===== config.mk =====
export PLATFORM = sky130hd
export DESIGN_NAME = multicycle_controller_flat
export DESIGN_NICKNAME = d
export VERILOG_FILES = /design/src/rtl/multicycle_controller_pkg.sv /design/src/rtl/multicycle_controller_if.sv /design/src/rtl/instr_class_decode.sv /design/src/rtl/multicycle_controller.sv /design/src/flat_wrapper.sv
export SDC_FILE = /design/constraint.sdc
export NUM_CORES = 1
export LEC_CHECK = 0
export BUFFER_PORTS_ARGS = -buffer_cell sky130_fd_sc_hd__clkbuf_2
export CAP_MARGIN = 0
export CORE_ASPECT_RATIO = 1.25
export CORE_MARGIN = 1.5
export CORE_UTILIZATION = 49
export CTS_CLUSTER_SIZE = 10
export DETAILED_ROUTE_END_ITERATION = 8
export GPL_ROUTABILITY_DRIVEN = 0
export MAX_ROUTING_LAYER = met4
export PLACE_DENSITY = 0.85
export RECOVER_POWER = 50
export SYNTH_ARGS = -nofsm -noshare
export SYNTH_HDL_FRONTEND = slang
export SYNTH_SLANG_ARGS = --single-unit
export TNS_END_PERCENT = 5

===== constraint.sdc =====
create_clock -name clk -period 2 [get_ports clk]
set_clock_uncertainty 0.05 [all_clocks]
set_input_delay 0.2 -clock clk [delete_from_list [all_inputs] [get_ports clk]]
set_output_delay 0.2 -clock clk [all_outputs]
set_load 0.005 [all_outputs]

===== src/rtl/multicycle_controller_pkg.sv =====
// ctrl_pkg: shared types and constants for the multi-cycle MIPS-subset controller.
//   state_t    : FSM state encoding (also exported on the debug 'state' output)
//   class_t    : instruction class latched in DECODE
//   ctrl_out_t : bundle of all strobes/selects produced by the output decode
//   OP_*/FUNC_*: opcode and function-field constants, is_shift() helper
package ctrl_pkg;

  typedef enum logic [2:0] {
    ST_IDLE    = 3'd0,
    ST_FETCH   = 3'd1,
    ST_DECODE  = 3'd2,
    ST_EXECUTE = 3'd3,
    ST_MEM     = 3'd4,
    ST_WB      = 3'd5,
    ST_JUMP    = 3'd6
  } state_t;

  typedef enum logic [3:0] {
    CL_R, CL_JR, CL_LW, CL_SW, CL_BEQ, CL_BNE, CL_J, CL_JAL, CL_I, CL_ILLEGAL
  } class_t;

  localparam logic [5:0] OP_R_FORMAT = 6'h00;
  localparam logic [5:0] OP_LW       = 6'h23;
  localparam logic [5:0] OP_SW       = 6'h2B;
  localparam logic [5:0] OP_BRANCH   = 6'h04;
  localparam logic [5:0] OP_NBRANCH  = 6'h05;
  localparam logic [5:0] OP_JMP      = 6'h02;
  localparam logic [5:0] OP_JAL      = 6'h03;
  localparam logic [2:0] OP_I_FORMAT = 3'b001;  // matched against op[5:3]

  localparam logic [5:0] FUNC_JR   = 6'h08;
  localparam logic [5:0] FUNC_SLL  = 6'h00;
  localparam logic [5:0] FUNC_SRL  = 6'h02;
  localparam logic [5:0] FUNC_SRA  = 6'h03;
  localparam logic [5:0] FUNC_SLLV = 6'h04;
  localparam logic [5:0] FUNC_SRLV = 6'h06;
  localparam logic [5:0] FUNC_SRAV = 6'h07;

  typedef struct packed {
    logic       pc_write;
    logic       ir_write;
    logic       mem_read;
    logic       mem_write;
    logic       reg_write;
    logic       reg_dst;
    logic       mem_to_reg;
    logic       alu_src;
    logic       sftmd;
    logic       i_format;
    logic       jr;
    logic       jmp;
    logic       jal;
    logic       branch;
    logic       nbranch;
    logic [1:0] alu_op;
    logic       instr_done;
    logic       illegal;
  } ctrl_out_t;

  function automatic logic is_shift(input logic [5:0] f);
    return (f == FUNC_SLL)  || (f == FUNC_SRL)  || (f == FUNC_SRA) ||
           (f == FUNC_SLLV) || (f == FUNC_SRLV) || (f == FUNC_SRAV);
  endfunction

endpackage


===== src/rtl/multicycle_controller_if.sv =====
// multicycle_controller_if: controller <-> datapath/IR/memory signal bundle.
//   master : controller side (drives strobes, selects, status)
//   slave  : datapath side (drives run/op/func/mem_ready)
interface multicycle_controller_if #(
  parameter int OP_WIDTH   = 6,
  parameter int FUNC_WIDTH = 6
);
  logic                  run;
  logic [OP_WIDTH-1:0]   op;
  logic [FUNC_WIDTH-1:0] func;
  logic                  mem_ready;

  logic pc_write, ir_write, mem_read, mem_write, reg_write;
  logic reg_dst, mem_to_reg, alu_src, sftmd, i_format;
  logic jr, jmp, jal, branch, nbranch;
  logic [1:0] alu_op;
  logic instr_done, illegal, mem_err;
  logic [2:0] state;

  modport master (
    input  run, op, func, mem_ready,
    output pc_write, ir_write, mem_read, mem_write, reg_write,
           reg_dst, mem_to_reg, alu_src, sftmd, i_format,
           jr, jmp, jal, branch, nbranch, alu_op,
           instr_done, illegal, mem_err, state
  );

  modport slave (
    output run, op, func, mem_ready,
    input  pc_write, ir_write, mem_read, mem_write, reg_write,
           reg_dst, mem_to_reg, alu_src, sftmd, i_format,
           jr, jmp, jal, branch, nbranch, alu_op,
           instr_done, illegal, mem_err, state
  );
endinterface


===== src/rtl/instr_class_decode.sv =====
// instr_class_decode: combinational op/func -> instruction class.
//   i_op, i_func : raw fields from the instruction register
//   o_class      : decoded class (CL_ILLEGAL when nothing matches)
//   o_shift      : R-format func is one of the shift operations
module instr_class_decode
  import ctrl_pkg::*;
#(
  parameter int OP_WIDTH   = 6,
  parameter int FUNC_WIDTH = 6
) (
  input  logic [OP_WIDTH-1:0]   i_op,
  input  logic [FUNC_WIDTH-1:0] i_func,
  output class_t                o_class,
  output logic                  o_shift
);
  logic [5:0] w_func6;
  assign w_func6 = 6'(i_func);
  assign o_shift = is_shift(w_func6);

  always_comb begin
    o_class = CL_ILLEGAL;
    if (i_op == OP_WIDTH'(OP_R_FORMAT))
      o_class = (w_func6 == FUNC_JR) ? CL_JR : CL_R;
    else if (i_op == OP_WIDTH'(OP_LW))      o_class = CL_LW;
    else if (i_op == OP_WIDTH'(OP_SW))      o_class = CL_SW;
    else if (i_op == OP_WIDTH'(OP_BRANCH))  o_class = CL_BEQ;
    else if (i_op == OP_WIDTH'(OP_NBRANCH)) o_class = CL_BNE;
    else if (i_op == OP_WIDTH'(OP_JMP))     o_class = CL_J;
    else if (i_op == OP_WIDTH'(OP_JAL))     o_class = CL_JAL;
    else if (i_op[5:3] == OP_I_FORMAT)      o_class = CL_I;
  end
endmodule


===== src/rtl/multicycle_controller.sv =====
// multicycle_controller: Moore FSM sequencing FETCH/DECODE/EXECUTE/MEM/WB/JUMP.
//   clk, rst_n : clock, async active-low reset
//   bus        : multicycle_controller_if.master (run/op/func/mem_ready in,
//                datapath strobes, selects, instr_done/illegal/mem_err/state out)
// Every FETCH/MEM wait is bounded by MEM_TIMEOUT; a timeout sets the sticky
// mem_err and parks the FSM in IDLE until reset.
module multicycle_controller
  import ctrl_pkg::*;
#(
  parameter int OP_WIDTH    = 6,
  parameter int FUNC_WIDTH  = 6,
  parameter int MEM_TIMEOUT = 16
) (
  input logic clk,
  input logic rst_n,
  multicycle_controller_if.master bus
);
  localparam int CW = $clog2(MEM_TIMEOUT);

  state_t    r_state, w_next;
  class_t    r_class, w_class;
  logic      r_shift, w_shift;
  logic [CW-1:0] r_cnt;
  logic      r_err;
  logic      w_wait, w_tmo;
  ctrl_out_t w_out;

  instr_class_decode #(.OP_WIDTH(OP_WIDTH), .FUNC_WIDTH(FUNC_WIDTH)) u_dec (
    .i_op    (bus.op),
    .i_func  (bus.func),
    .o_class (w_class),
    .o_shift (w_shift)
  );

  assign w_wait = (r_state == ST_FETCH) || (r_state == ST_MEM);
  // Ready on the last allowed cycle still wins over the timeout.
  assign w_tmo  = w_wait && !bus.mem_ready && (r_cnt == CW'(MEM_TIMEOUT - 1));

  always_ff @(posedge clk or negedge rst_n) begin
    if (!rst_n) begin
      r_state <= ST_IDLE;
      r_class <= CL_ILLEGAL;
      r_shift <= 1'b0;
      r_cnt   <= '0;
      r_err   <= 1'b0;
    end else begin
      r_state <= w_next;
      if (r_state == ST_DECODE) begin
        r_class <= w_class;
        r_shift <= w_shift;
      end
      // Any state change clears the counter, which covers MEM->FETCH for SW.
      if (r_state != w_next)                r_cnt <= '0;
      else if (w_wait && !bus.mem_ready)    r_cnt <= r_cnt + 1'b1;
      if (w_tmo) r_err <= 1'b1;
    end
  end

  always_comb begin
    w_next = r_state;
    w_out  = '0;
    case (r_state)
      ST_IDLE: if (bus.run && !r_err) w_next = ST_FETCH;
      ST_FETCH: begin
        w_out.mem_read = 1'b1;
        if (bus.mem_ready) begin
          w_out.ir_write = 1'b1;
          w_out.pc_write = 1'b1;
          w_next         = ST_DECODE;
        end else if (w_tmo) begin
          w_next = ST_IDLE;
        end
      end
      ST_DECODE: w_next = (r_class_is_jump(w_class)) ? ST_JUMP : ST_EXECUTE;
      ST_EXECUTE: begin
        w_out.alu_op = {(r_class == CL_R) || (r_class == CL_I),
                        (r_class == CL_BEQ) || (r_class == CL_BNE)};
        case (r_class)
          CL_BEQ, CL_BNE: begin
            w_out.branch     = (r_class == CL_BEQ);
            w_out.nbranch    = (r_class == CL_BNE);
            w_out.pc_write   = 1'b1;
            w_out.instr_done = 1'b1;
            w_next           = ST_FETCH;
          end
          CL_JR: begin
            w_out.jr         = 1'b1;
            w_out.pc_write   = 1'b1;
            w_out.instr_done = 1'b1;
            w_next           = ST_FETCH;
          end
          CL_LW, CL_SW: begin
            w_out.alu_src = 1'b1;
            w_next        = ST_MEM;
          end
          CL_R, CL_I: w_next = ST_WB;
          default: begin
            w_out.illegal    = 1'b1;
            w_out.instr_done = 1'b1;
            w_next           = ST_FETCH;
          end
        endcase
      end
      ST_MEM: begin
        w_out.mem_read  = (r_class == CL_LW);
        w_out.mem_write = (r_class != CL_LW);
        if (bus.mem_ready) begin
          if (r_class == CL_LW) begin
            w_next = ST_WB;
          end else begin
            w_out.instr_done = 1'b1;
            w_next           = ST_FETCH;
          end
        end else if (w_tmo) begin
          w_next = ST_IDLE;
        end
      end
      ST_WB: begin
        w_out.reg_write  = 1'b1;
        w_out.instr_done = 1'b1;
        w_out.reg_dst    = (r_class == CL_R);
        w_out.sftmd      = (r_class == CL_R) && r_shift;
        w_out.mem_to_reg = (r_class == CL_LW);
        w_out.i_format   = (r_class == CL_I);
        w_next           = ST_FETCH;
      end
      ST_JUMP: begin
        w_out.jmp        = 1'b1;
        w_out.pc_write   = 1'b1;
        w_out.jal        = (r_class == CL_JAL);
        w_out.reg_write  = (r_class == CL_JAL);
        w_out.instr_done = 1'b1;
        w_next           = ST_FETCH;
      end
      default: w_next = ST_IDLE;
    endcase
  end

  function automatic logic r_class_is_jump(input class_t c);
    return (c == CL_J) || (c == CL_JAL);
  endfunction

  assign bus.pc_write   = w_out.pc_write;
  assign bus.ir_write   = w_out.ir_write;
  assign bus.mem_read   = w_out.mem_read;
  assign bus.mem_write  = w_out.mem_write;
  assign bus.reg_write  = w_out.reg_write;
  assign bus.reg_dst    = w_out.reg_dst;
  assign bus.mem_to_reg = w_out.mem_to_reg;
  assign bus.alu_src    = w_out.alu_src;
  assign bus.sftmd      = w_out.sftmd;
  assign bus.i_format   = w_out.i_format;
  assign bus.jr         = w_out.jr;
  assign bus.jmp        = w_out.jmp;
  assign bus.jal        = w_out.jal;
  assign bus.branch     = w_out.branch;
  assign bus.nbranch    = w_out.nbranch;
  assign bus.alu_op     = w_out.alu_op;
  assign bus.instr_done = w_out.instr_done;
  assign bus.illegal    = w_out.illegal;
  assign bus.mem_err    = r_err;
  assign bus.state      = r_state;
endmodule


===== src/flat_wrapper.sv =====
// flat-port wrapper written by rule: the top's interface ports become plain ports
module multicycle_controller_flat import ctrl_pkg::*;
#(
  parameter int OP_WIDTH    = 6,
  parameter int FUNC_WIDTH  = 6,
  parameter int MEM_TIMEOUT = 16
)
  (clk, rst_n, bus_run, bus_op, bus_func, bus_mem_ready, bus_pc_write, bus_ir_write, bus_mem_read, bus_mem_write, bus_reg_write, bus_reg_dst, bus_mem_to_reg, bus_alu_src, bus_sftmd, bus_i_format, bus_jr, bus_jmp, bus_jal, bus_branch, bus_nbranch, bus_alu_op, bus_instr_done, bus_illegal, bus_mem_err, bus_state);
  multicycle_controller_if #(.OP_WIDTH(OP_WIDTH), .FUNC_WIDTH(FUNC_WIDTH)) bus_i ();
  input logic clk;
  input logic rst_n;
  input wire logic [$bits(bus_i.run)-1:0] bus_run;
  input wire logic [$bits(bus_i.op)-1:0] bus_op;
  input wire logic [$bits(bus_i.func)-1:0] bus_func;
  input wire logic [$bits(bus_i.mem_ready)-1:0] bus_mem_ready;
  output wire logic [$bits(bus_i.pc_write)-1:0] bus_pc_write;
  output wire logic [$bits(bus_i.ir_write)-1:0] bus_ir_write;
  output wire logic [$bits(bus_i.mem_read)-1:0] bus_mem_read;
  output wire logic [$bits(bus_i.mem_write)-1:0] bus_mem_write;
  output wire logic [$bits(bus_i.reg_write)-1:0] bus_reg_write;
  output wire logic [$bits(bus_i.reg_dst)-1:0] bus_reg_dst;
  output wire logic [$bits(bus_i.mem_to_reg)-1:0] bus_mem_to_reg;
  output wire logic [$bits(bus_i.alu_src)-1:0] bus_alu_src;
  output wire logic [$bits(bus_i.sftmd)-1:0] bus_sftmd;
  output wire logic [$bits(bus_i.i_format)-1:0] bus_i_format;
  output wire logic [$bits(bus_i.jr)-1:0] bus_jr;
  output wire logic [$bits(bus_i.jmp)-1:0] bus_jmp;
  output wire logic [$bits(bus_i.jal)-1:0] bus_jal;
  output wire logic [$bits(bus_i.branch)-1:0] bus_branch;
  output wire logic [$bits(bus_i.nbranch)-1:0] bus_nbranch;
  output wire logic [$bits(bus_i.alu_op)-1:0] bus_alu_op;
  output wire logic [$bits(bus_i.instr_done)-1:0] bus_instr_done;
  output wire logic [$bits(bus_i.illegal)-1:0] bus_illegal;
  output wire logic [$bits(bus_i.mem_err)-1:0] bus_mem_err;
  output wire logic [$bits(bus_i.state)-1:0] bus_state;
  assign bus_i.run = bus_run;
  assign bus_i.op = bus_op;
  assign bus_i.func = bus_func;
  assign bus_i.mem_ready = bus_mem_ready;
  assign bus_pc_write = bus_i.pc_write;
  assign bus_ir_write = bus_i.ir_write;
  assign bus_mem_read = bus_i.mem_read;
  assign bus_mem_write = bus_i.mem_write;
  assign bus_reg_write = bus_i.reg_write;
  assign bus_reg_dst = bus_i.reg_dst;
  assign bus_mem_to_reg = bus_i.mem_to_reg;
  assign bus_alu_src = bus_i.alu_src;
  assign bus_sftmd = bus_i.sftmd;
  assign bus_i_format = bus_i.i_format;
  assign bus_jr = bus_i.jr;
  assign bus_jmp = bus_i.jmp;
  assign bus_jal = bus_i.jal;
  assign bus_branch = bus_i.branch;
  assign bus_nbranch = bus_i.nbranch;
  assign bus_alu_op = bus_i.alu_op;
  assign bus_instr_done = bus_i.instr_done;
  assign bus_illegal = bus_i.illegal;
  assign bus_mem_err = bus_i.mem_err;
  assign bus_state = bus_i.state;
  multicycle_controller #(.OP_WIDTH(OP_WIDTH), .FUNC_WIDTH(FUNC_WIDTH), .MEM_TIMEOUT(MEM_TIMEOUT)) u_core (.clk(clk), .rst_n(rst_n), .bus(bus_i));
endmodule

==> reports/results.ini, run 1 <==
[status]
run_status = finished, final reports clean

[grt]
antenna_found_initial = 0
first_global_vias = 1078
grt-ovfl-total = 0
grt_max_degree = 15
grt_usage = 0.242
grt_pass1_wl_um = 4510

[setup_path]
crit_arrival_ps = 1730
crit_slowest_cell = or4b_4
cp_data_required_time_ps = 1750
critPathMaxFanout = 9
worstPathCellList = or4b_4 > a21oi_2 > nor3b_1 > a21o_1 > clkbuf_2
cp-end-kind = output port
cp-start-kind = register
critPathKind = register to output port
critPathMaxStageDelay_ps = 580

[floorplan]
io_pins = 39
die_h_um = 56
coreArea_um2 = 2160
row_count = 19
start_util = 0.509
die_area_um2 = 2540
die_width_um = 45.4

[cts]
htreeDepth = 1
numCtsBuffers = 3
clk_latency_ps = 280
clkTransAtPathRegs_ps = 90
root_buffer = clkbuf_4
cts_tree = yes
clkSinkCount = 13
cts_buffer_depth = 2

[final_layout]
nets = 199
drive_gt1_frac = 0.320
syn2layout_area_growth_pct = 26.5
design_area_um2 = 1390
n_antenna_cell = 0
nFillCells = 196

[drt]
vias = 1201
ant_nets = 0
wl_per_cell_um = 13.0
drt_iter0_markers = 38
drc = 0
drt_first_pass_iters = 4
wl_um = 2760
routed_via_density = 5.67

[power]
power_leakage_nw = 0.651
power-per-cell-area_nw_per_um2 = 1070
vdd_ir_drop_max_v = 0.000605

[min_path]
min_path_type = input port to register

[sta]
setup_violations = 0
clock.fmax_mhz = 505
slew_headroom = 0.510
maxSlewViolCount = 0
worst_pin_slew_ps = 735
rsz0062_at_grt = true
fin_crit_ps = 1980
tns_ps = 0
hold_viol_final = 0
fin_crit_sh = 0.991

[synth]
synth.yosys.seq_area_share = 0.298
synth_edf_count = 0
synth_nets = 157
netlist_area_um2 = 1100
yosysUniqueCellTypes = 50
async_flop_share = 1.00
synthesis.area_per_instance_um2 = 7.86
syn_inst = 140
ys_seq_elements = 13
synth_ff_type = dfrtp_1
yosys_warnings = 0

[place]
dpl_cell_area_um2 = 1330
dp_hpwl_um = 2070
portBuffers = 38

[flow_run]
cap_violations = 0

==> layout by cell type, fill, tap and decap left out, types with 2 or more instances in the layout <==
cell type,instances
a211oi_1,2
a21o_1,3
a21oi_1,5
a32oi_1,2
and2_1,2
buf_4,10
clkbuf_1,2
clkbuf_2,37
clkbuf_4,3
dfrtp_1,9
dfrtp_2,2
dfstp_2,2
inv_1,7
nand2_1,12
nand3_1,2
nand3b_1,2
nor2_1,11
nor2b_1,4
nor3_1,12
nor3b_1,5
nor4_1,3
nor4b_1,2
o21a_1,2
o21ai_0,4
o21ai_1,2
o22ai_1,2
o31ai_1,2
or3b_1,2
xnor2_1,4
==> final cells by class <==
cell class	count	area, um2	share of cell area
multi-input cells	108	697	0.500
flip-flops and latches	13	330	0.237
repair buffers	49	274	0.197
well taps	31	38.8	0.0279
clock buffers	4	26.3	0.0189
inverters	7	26.3	0.0189
==> per-stage QoR <==
stage / std cells / utilization / power [W] / hold slack, ps / setup WS, ps
floorplan: 140 / - / 0.00103 / -146 / 299
global placement: 205 / 0.615 / 0.00125 / 64.6 / 277
detailed placement: 205 / 0.615 / 0.00127 / 70.3 / 242
CTS: 210 / 0.637 / 0.00145 / 104 / 8.35
global route: 212 / 0.644 / 0.00160 / 107 / -32.3
finish: 212 / 0.644 / 0.00148 / 114 / 18.5
==> registers in the layout, summed over array words and instances, names as in the netlist <==
name	count
u_core.bus.mem_err	1
u_core.r_shift	1
u_core.bus.state	3
u_core.r_cnt	4
u_core.r_class	4
==> cells in the mapped netlist (all sizes together) (2+ instances only) <==
master	count	area (um2)
and2	2	12.5
nor3	12	60.1
nor2b	4	25.0
inv	7	26.3
a32oi	2	17.5
nand2	12	45.0
or3b	2	17.5
nor2	11	41.3
nor4b	2	17.5
dfstp	2	52.6
nor4	3	18.8
o21a	2	15.0
o21ai	6	30.0
a211oi	3	27.5
a21oi	6	30.0
a21o	3	22.5
nand3b	2	15.0
o22ai	2	12.5
xnor2	4	35.0
clkbuf	7	26.3
nand3	2	10.0
nor3b	6	45.0
o31ai	2	15.0
buf	5	32.5
dfrtp	11	275
==> worst max-delay path, delay by kind of cell (launching register included) <==
kind            cells  cell delay [ps]
buf+inv             1              100
simple gates        2              640
compound gates      2              290
flops               1              420
==> metal layers <==
metal | GRT usage | vias up | part of all wire
li1 | - | 595 | -
met1 | 0.297 | 574 | 0.44
met5 | - | - | 0
met3 | 0.0422 | 2 | 0.035
met4 | 0.105 | 0 | 0.0069
met2 | 0.376 | 30 | 0.51
==> logic make-up (layout without fill, tap and decap cells) <==
kind of cell             after synthesis  in the layout  synth area share
AO/OA/AOI/OAI                         36             36             0.231
XOR/XNOR                               5              5            0.0398
buffers and inverters                 19             60            0.0773
multiplexers                           1              1           0.00909
AND/OR/NAND/NOR                       65             65             0.334
adder cells (fa/ha/maj)                1              1            0.0114
flip-flops                            13             13             0.298
==> power breakdown <==
group | switching (W) | internal, W
registers | 0.000124 | 0.000354
logic | 0.000453 | 0.000385
clock network | 0.0000903 | 0.0000773
total | 0.000667 | 0.000816
==> what timing repair did <==
item	CTS	global route
setup endpoints to repair	3	6
gates resized for setup	3	1
hold buffers	1	0
endpoints found under the hold margin	11	0
buffers inserted	0	2
pin swaps	2	1
==> path summary, 6_finish.rpt <==
path,startpoint,endpoint,slack [ps],cells past startpoint
setup / recovery,u_core.r_class[0],bus_instr_done,20,5
hold / removal,bus_op[4],u_core.r_class[2],110,2
setup reg to reg,u_core.r_class[0],u_core.r_cnt[3],250,4
hold reg to reg,u_core.r_shift,u_core.r_shift,450,1
max in group asynchronous,rst_n,u_core.bus.state[1],960,2
min in group asynchronous,rst_n,u_core.bus.state[2],440,2
Power figures use the tool's default switching activity.
==> inputs of run 2 (changes only) <==
--- a/config.mk
+++ b/config.mk
@@ -13,6 +13,7 @@
 export CTS_CLUSTER_SIZE = 10
 export DETAILED_ROUTE_END_ITERATION = 8
 export GPL_ROUTABILITY_DRIVEN = 0
+export GPL_TIMING_DRIVEN = 0
 export MAX_ROUTING_LAYER = met4
 export PLACE_DENSITY = 0.85
 export RECOVER_POWER = 50
==> run 2 against run 1 <==
Sequential share of layout area decreased by 0.46 points. Setup slack improved by 1.5 ps. Sequential power decreased by 8.1%. Fmax about the same. First-iteration DRC count increased by 47%. Critical path depth unchanged. Non-clock buffer count increased by 5. Via count increased by 8.7%. Cell count increased by 2.4%.
==> reports/results.ini, run 2 (synthesized netlist as in run 1, its figures left out) <==
[power]
seq_power_share = 0.286
power_leakage_nw = 0.661
power-per-cell-area_nw_per_um2 = 1080
total_power_w = 0.00154
intPower_w = 0.000835
power.switching_w = 0.000701
comb_power_share = 0.610
vdd_ir_drop_max_v = 0.000596
switching_share = 0.456
clkPwrFrac = 0.104

[place]
dp_hpwl_um = 2180
placed_cells = 208
portBuffers = 37
dpl_cell_area_um2 = 1330

[final_layout]
nets = 204
finalNonFillerCells = 217
drive_gt1_frac = 0.323
design_area_um2 = 1420
post-route-util = 0.656
mostFrequentLayoutCells = 36 x clkbuf_2, 12 x nand2_1, 12 x nor3_1, 11 x nor2_1
n_antenna_cell = 0
final_common_cell = clkbuf_2
syn2layout_area_growth_pct = 29.0

[drt]
drc = 0
routed_via_density = 6.01
wl_um = 3050
ant_nets = 0
wl_per_cell_um = 14.1
drt_iter0_markers = 56
drt_first_pass_iters = 4
vias = 1305

[cts]
clk_latency_ps = 270
clkTransAtPathRegs_ps = 70
htreeDepth = 1
root_buffer = clkbuf_4
numCtsBuffers = 3
cts_tree = yes
clkSinkCount = 13
cts_buffer_depth = 2

[setup_path]
crit_family = simple AND/OR/NAND/NOR gates
path_buf_inv = 1
r2r_start = u_core.r_class[0]
critPathMaxStageDelay_ps = 580
critPathKind = register to output port
crit_arrival_ps = 1730
worstPathCellList = or4b_4 > a21oi_2 > nor3b_2 > a21o_1 > clkbuf_2
r2r-end = u_core.r_cnt[1]
critPathMaxFanout = 5
reg2reg_slack_ps = 100
cp-end-kind = output port
reg2regPathDepth = 5
cp_data_required_time_ps = 1750
cp-start-kind = register
crit_slowest_cell = or4b_4

[sta]
hold_viol_final = 0
tns_ps = 0
fin_crit_ps = 1980
slew_headroom = 0.532
worst_pin_slew_ps = 702
rsz0062_at_grt = true
setup_violations = 0
maxSlewViolCount = 0
fin_crit_sh = 0.990
clock.fmax_mhz = 505

[floorplan]
io_pins = 39
start_util = 0.509
die_area_um2 = 2540
die_h_um = 56
coreArea_um2 = 2160
row_count = 19
die_width_um = 45.4

[status]
run_status = finished, final reports clean

[grt]
first_global_vias = 1155
grt_pass1_wl_um = 4940
antenna_found_initial = 0
grt_max_degree = 14
grt_usage = 0.254
grt-ovfl-total = 0

[min_path]
min_path_cells = 2
min_path_type = input port to register
min_to = u_core.r_class[2]
min_from = bus_op[4]

[flow_run]
cap_violations = 0

## run 2: cell count changes in the layout (fill, tap and decap cells not counted), sizes merged
| cell | change |
|---|---|
| clkbuf | +5 |
## run 2: per-layer routing
metal	vias to the layer above	GRT usage	wire (um)
met5	-	-	0
met4	0	0.0798	29
met3	4	0.0227	160
met2	61	0.402	1640
met1	631	0.333	1220
li1	609	-	-
## run 2: per-stage QoR
stage | hold WS [ps] | worst slack [ps]
after detailed placement | 60.9 | 64.7
final | 108 | 19.9
after floorplan | -146 | 299
after global routing | 115 | -24.2
after CTS | 98.5 | -26.6
after global placement | 52.8 | 84.5
## run 2: power groups by stage
stage / registers (W) / clock network, W / logic (W)
floorplan: 0.000383 / 0 / 0.000649
global placement: 0.000384 / 0 / 0.000857
detailed placement: 0.000386 / 0 / 0.000891
CTS: 0.000425 / 0.000168 / 0.000871
global route: 0.000449 / 0.000175 / 0.00103
finish: 0.000440 / 0.000159 / 0.000937
## run 2: worst max-delay path by stage
stage          slack, ps               to                start  cells past startpoint
2_1_floorplan        300  u_core.r_cnt[0]    u_core.r_class[2]                      5
3_3_place_gp          80           bus_jr  u_core.bus.state[2]                      5
3_5_place_dp          60    bus_reg_write  u_core.bus.state[2]                      6
4_1_cts              -30   bus_instr_done    u_core.r_class[0]                      6
5_1_grt              -20   bus_instr_done    u_core.r_class[3]                      5
6_report              20   bus_instr_done    u_core.r_class[0]                      5
## run 2: cell type report
type / count / area, um2
sequential: 13 / 330
inverter: 7 / 26.3
fill: 195 / 743
tap: 31 / 38.8
multi-input combinational: 108 / 702
clock buffer: 4 / 26.3
timing repair buffer: 46 / 253
buffer: 8 / 43.8
## run 2: what timing repair did
action                                 CTS  global route
setup endpoints to repair                8            10
gates resized for setup                  7             8
hold buffers                             1             0
pin swaps                                2             3
endpoints found under the hold margin   11             0
buffers inserted                         4             4
==> inputs of run 3 (changes only) <==
--- a/config.mk
+++ b/config.mk
@@ -5,18 +5,20 @@
 export SDC_FILE = /design/constraint.sdc
 export NUM_CORES = 1
 export LEC_CHECK = 0
+export ABC_AREA = 1
 export BUFFER_PORTS_ARGS = -buffer_cell sky130_fd_sc_hd__clkbuf_2
 export CAP_MARGIN = 0
 export CORE_ASPECT_RATIO = 1.25
 export CORE_MARGIN = 1.5
-export CORE_UTILIZATION = 49
+export CORE_UTILIZATION = 48
+export CTS_CLUSTER_DIAMETER = 50
 export CTS_CLUSTER_SIZE = 10
 export DETAILED_ROUTE_END_ITERATION = 8
 export GPL_ROUTABILITY_DRIVEN = 0
 export GPL_TIMING_DRIVEN = 0
 export MAX_ROUTING_LAYER = met4
 export PLACE_DENSITY = 0.85
-export RECOVER_POWER = 50
+export RECOVER_POWER = 25
 export SYNTH_ARGS = -nofsm -noshare
 export SYNTH_HDL_FRONTEND = slang
 export SYNTH_SLANG_ARGS = --single-unit
==> run 3 against run 2 <==
The run now ends with DRC left. Hold slack improved by 23 ps. Sequential cell count did not move. Clock-buffer cell count did not move. Critical path depth rose by 2. Synthesized area fell by 7.0%. Combinational power fell by 95%. Cell count fell by 0.46%. Register-to-register slack improved by 310 ps. Synthesized cell count rose by 9.3%. Total power fell by 69%. Global-route usage fell by 0.93 points. Design area fell by 10%. Critical path type unchanged. Highest routed layer unchanged.
==> reports/results.ini, run 3 <==
[sta]
fin_crit_sh = 0.939
timing.hold.ws_ps = 131
rsz0062_at_grt = false
slew_headroom = 0.529
fin_crit_ps = 1880
tns_ps = 0
setup_violations = 0
worst_pin_slew_ps = 706
maxSlewViolCount = 0
hold_viol_final = 0
clock.fmax_mhz = 533

[floorplan]
row_count = 18
io_pins = 39
coreArea_um2 = 2000
die_width_um = 44.3
die_area_um2 = 2420
start_util = 0.511
die_h_um = 54.6

[synth]
synthesis.area_per_instance_um2 = 6.69
syn_inst = 153
synth.top_cell.area_share = 0.269
synth_commonest_cells = 33 x nand2_1, 28 x nor2_1, 15 x inv_1
synth-xor-area-share = 0.0257
synth_ff_type = dfrtp_1
ys_seq_elements = 13
yosys_warnings = 0
synth_top_cell_by_area = dfrtp_1
synth_edf_count = 0
async_flop_share = 1.00
ys_top_cells_by_area = dfrtp_1 27%, nand2_1 12%, nor2_1 10%
synth_compound_area_frac = 0.121
yosys.area_share.simple = 0.432
synth_top_family_by_area = simple AND/OR/NAND/NOR gates
yosysUniqueCellTypes = 32
synth_nets = 170
synth_adder_area_share = 0.0122
synth.yosys.seq_area_share = 0.320
netlist_area_um2 = 1020
synth_mux_area_frac = 0.00978
synth.most_common_cell = nand2_1

[min_path]
min_from = bus_func[4]
min_path_cells = 3
min_to = u_core.r_shift
min_path_type = input port to register

[place]
portBuffers = 38
placed_cells = 211
dp_hpwl_um = 2070
dpl_cell_area_um2 = 1240

[power]
power_leakage_nw = 0.679
vdd_ir_drop_max_v = 0.000289
power-per-cell-area_nw_per_um2 = 371

[setup_path]
reg2reg_slack_ps = 410
crit_arrival_ps = 1630
reg2regPathDepth = 8
critPathKind = register to output port
cp_data_required_time_ps = 1750
critPathMaxFanout = 8
cp-start-kind = register
cp-end-kind = output port
r2r-end = u_core.r_cnt[1]
r2r_start = u_core.bus.state[2]

[final_layout]
post-route-util = 0.635
mostFrequentLayoutCells = 37 x clkbuf_2, 33 x nand2_1, 28 x nor2_1, 15 x inv_1, 14 x nand3_1
design_area_um2 = 1270
seq_area_um2 = 328
nets = 214
nFillCells = 179
multi_input_area_um2 = 614
n_antenna_cell = 0
drive_gt1_frac = 0.321
finalNonFillerCells = 216
syn2layout_area_growth_pct = 24.4
final_common_cell = clkbuf_2

[grt]
antenna_found_initial = 0
grt_usage = 0.244
grt-ovfl-total = 0
grt_pass1_wl_um = 4190
first_global_vias = 1067
grt_max_degree = 14

[drt]
drt_first_pass_iters = 6
routed_via_density = 5.23
wl_um = 2470
drt_iter0_markers = 25
wl_per_cell_um = 11.4
drc = 2
vias = 1129
ant_nets = 0

[status]
run_status = finished, violations left
violations = DRC

[cts]
clkTransAtPathRegs_ps = 80
cts_tree = yes
numCtsBuffers = 3
cts_resized = 0
htreeDepth = 1
root_buffer = clkbuf_4
cts_buffer_depth = 2
clk_latency_ps = 280
clkSinkCount = 13

[flow_run]
cap_violations = 0

-- run 3: cell count changes in the layout (fill, tap and decap cells not counted), sizes merged, moves of 3 or more --
cell    previous run  this run
nor3b              6         1
nor2              11        33
buf               10         1
a211oi             3         0
nor2b              4         0
nand2             12        36
clkbuf            47        42
inv                7        19
xnor2              4         1
nand3              2        16
nand4              0         3
nor3              12         2
-- run 3: where the power goes --
group / switching (W) / internal [W] / total [W]
logic: 0.0000247 / 0.0000182 / 0.0000429
clock network: 0.0000874 / 0.0000776 / 0.000165
registers: 0.00000118 / 0.000263 / 0.000265
total: 0.000113 / 0.000359 / 0.000472
-- run 3: cell type report --
class	instances	share of cell area
multi-input combinational	120	0.482
inverter	19	0.0580
clock buffer	4	0.0206
timing repair buffer	39	0.156
sequential	13	0.257
buffer	1	0.00589
tap	20	0.0196
-- run 3: worst max path at each step --
stage | start | endpoint | slack [ps] | depth (start not counted)
after detailed placement | u_core.bus.state[2] | u_core.r_cnt[1] | 400 | 8
after CTS | u_core.bus.state[2] | bus_pc_write | 120 | 7
after floorplan | u_core.bus.state[2] | u_core.r_cnt[1] | 570 | 8
final | u_core.bus.state[2] | bus_pc_write | 120 | 7
after global routing | u_core.bus.state[2] | bus_pc_write | 20 | 7
after global placement | u_core.bus.state[2] | u_core.r_cnt[0] | 450 | 8
-- run 3: metal layers --
layer	part of all wire	vias to the layer above	track usage
li1	-	592	-
met1	0.41	499	0.263
met2	0.53	33	0.449
met3	0.035	5	0.00990
met4	0.023	0	0.136
met5	0	-	-
-- run 3: cell families after synthesis --
logic type,count (synthesis)
multiplexers,1
adder cells (fa/ha/maj),1
flip-flops,13
AO/OA/AOI/OAI,20
XOR/XNOR,3
buffers and inverters,20
AND/OR/NAND/NOR,95
-- run 3: critical path, cell delays in order, from the launching register on --
cell	delay, ps
dfrtp_1	380
buf_4	180
inv_1	130
nand3_1	130
nor2_1	230
inv_1	100
nand3_1	90
clkbuf_2	110
-- run 3: what timing repair did --
action	in CTS	in global routing
buffers inserted	0	0
setup endpoints to repair	0	0
endpoints found under the hold margin	11	0
hold buffers	1	0
-- run 3: through the flow --
stage	setup slack, ps	power, W
3_3_place_gp	449	0.000309
6_report	122	0.000472
3_5_place_dp	401	0.000311
5_1_grt	18.6	0.000493
2_1_floorplan	567	0.000285
4_1_cts	125	0.000476
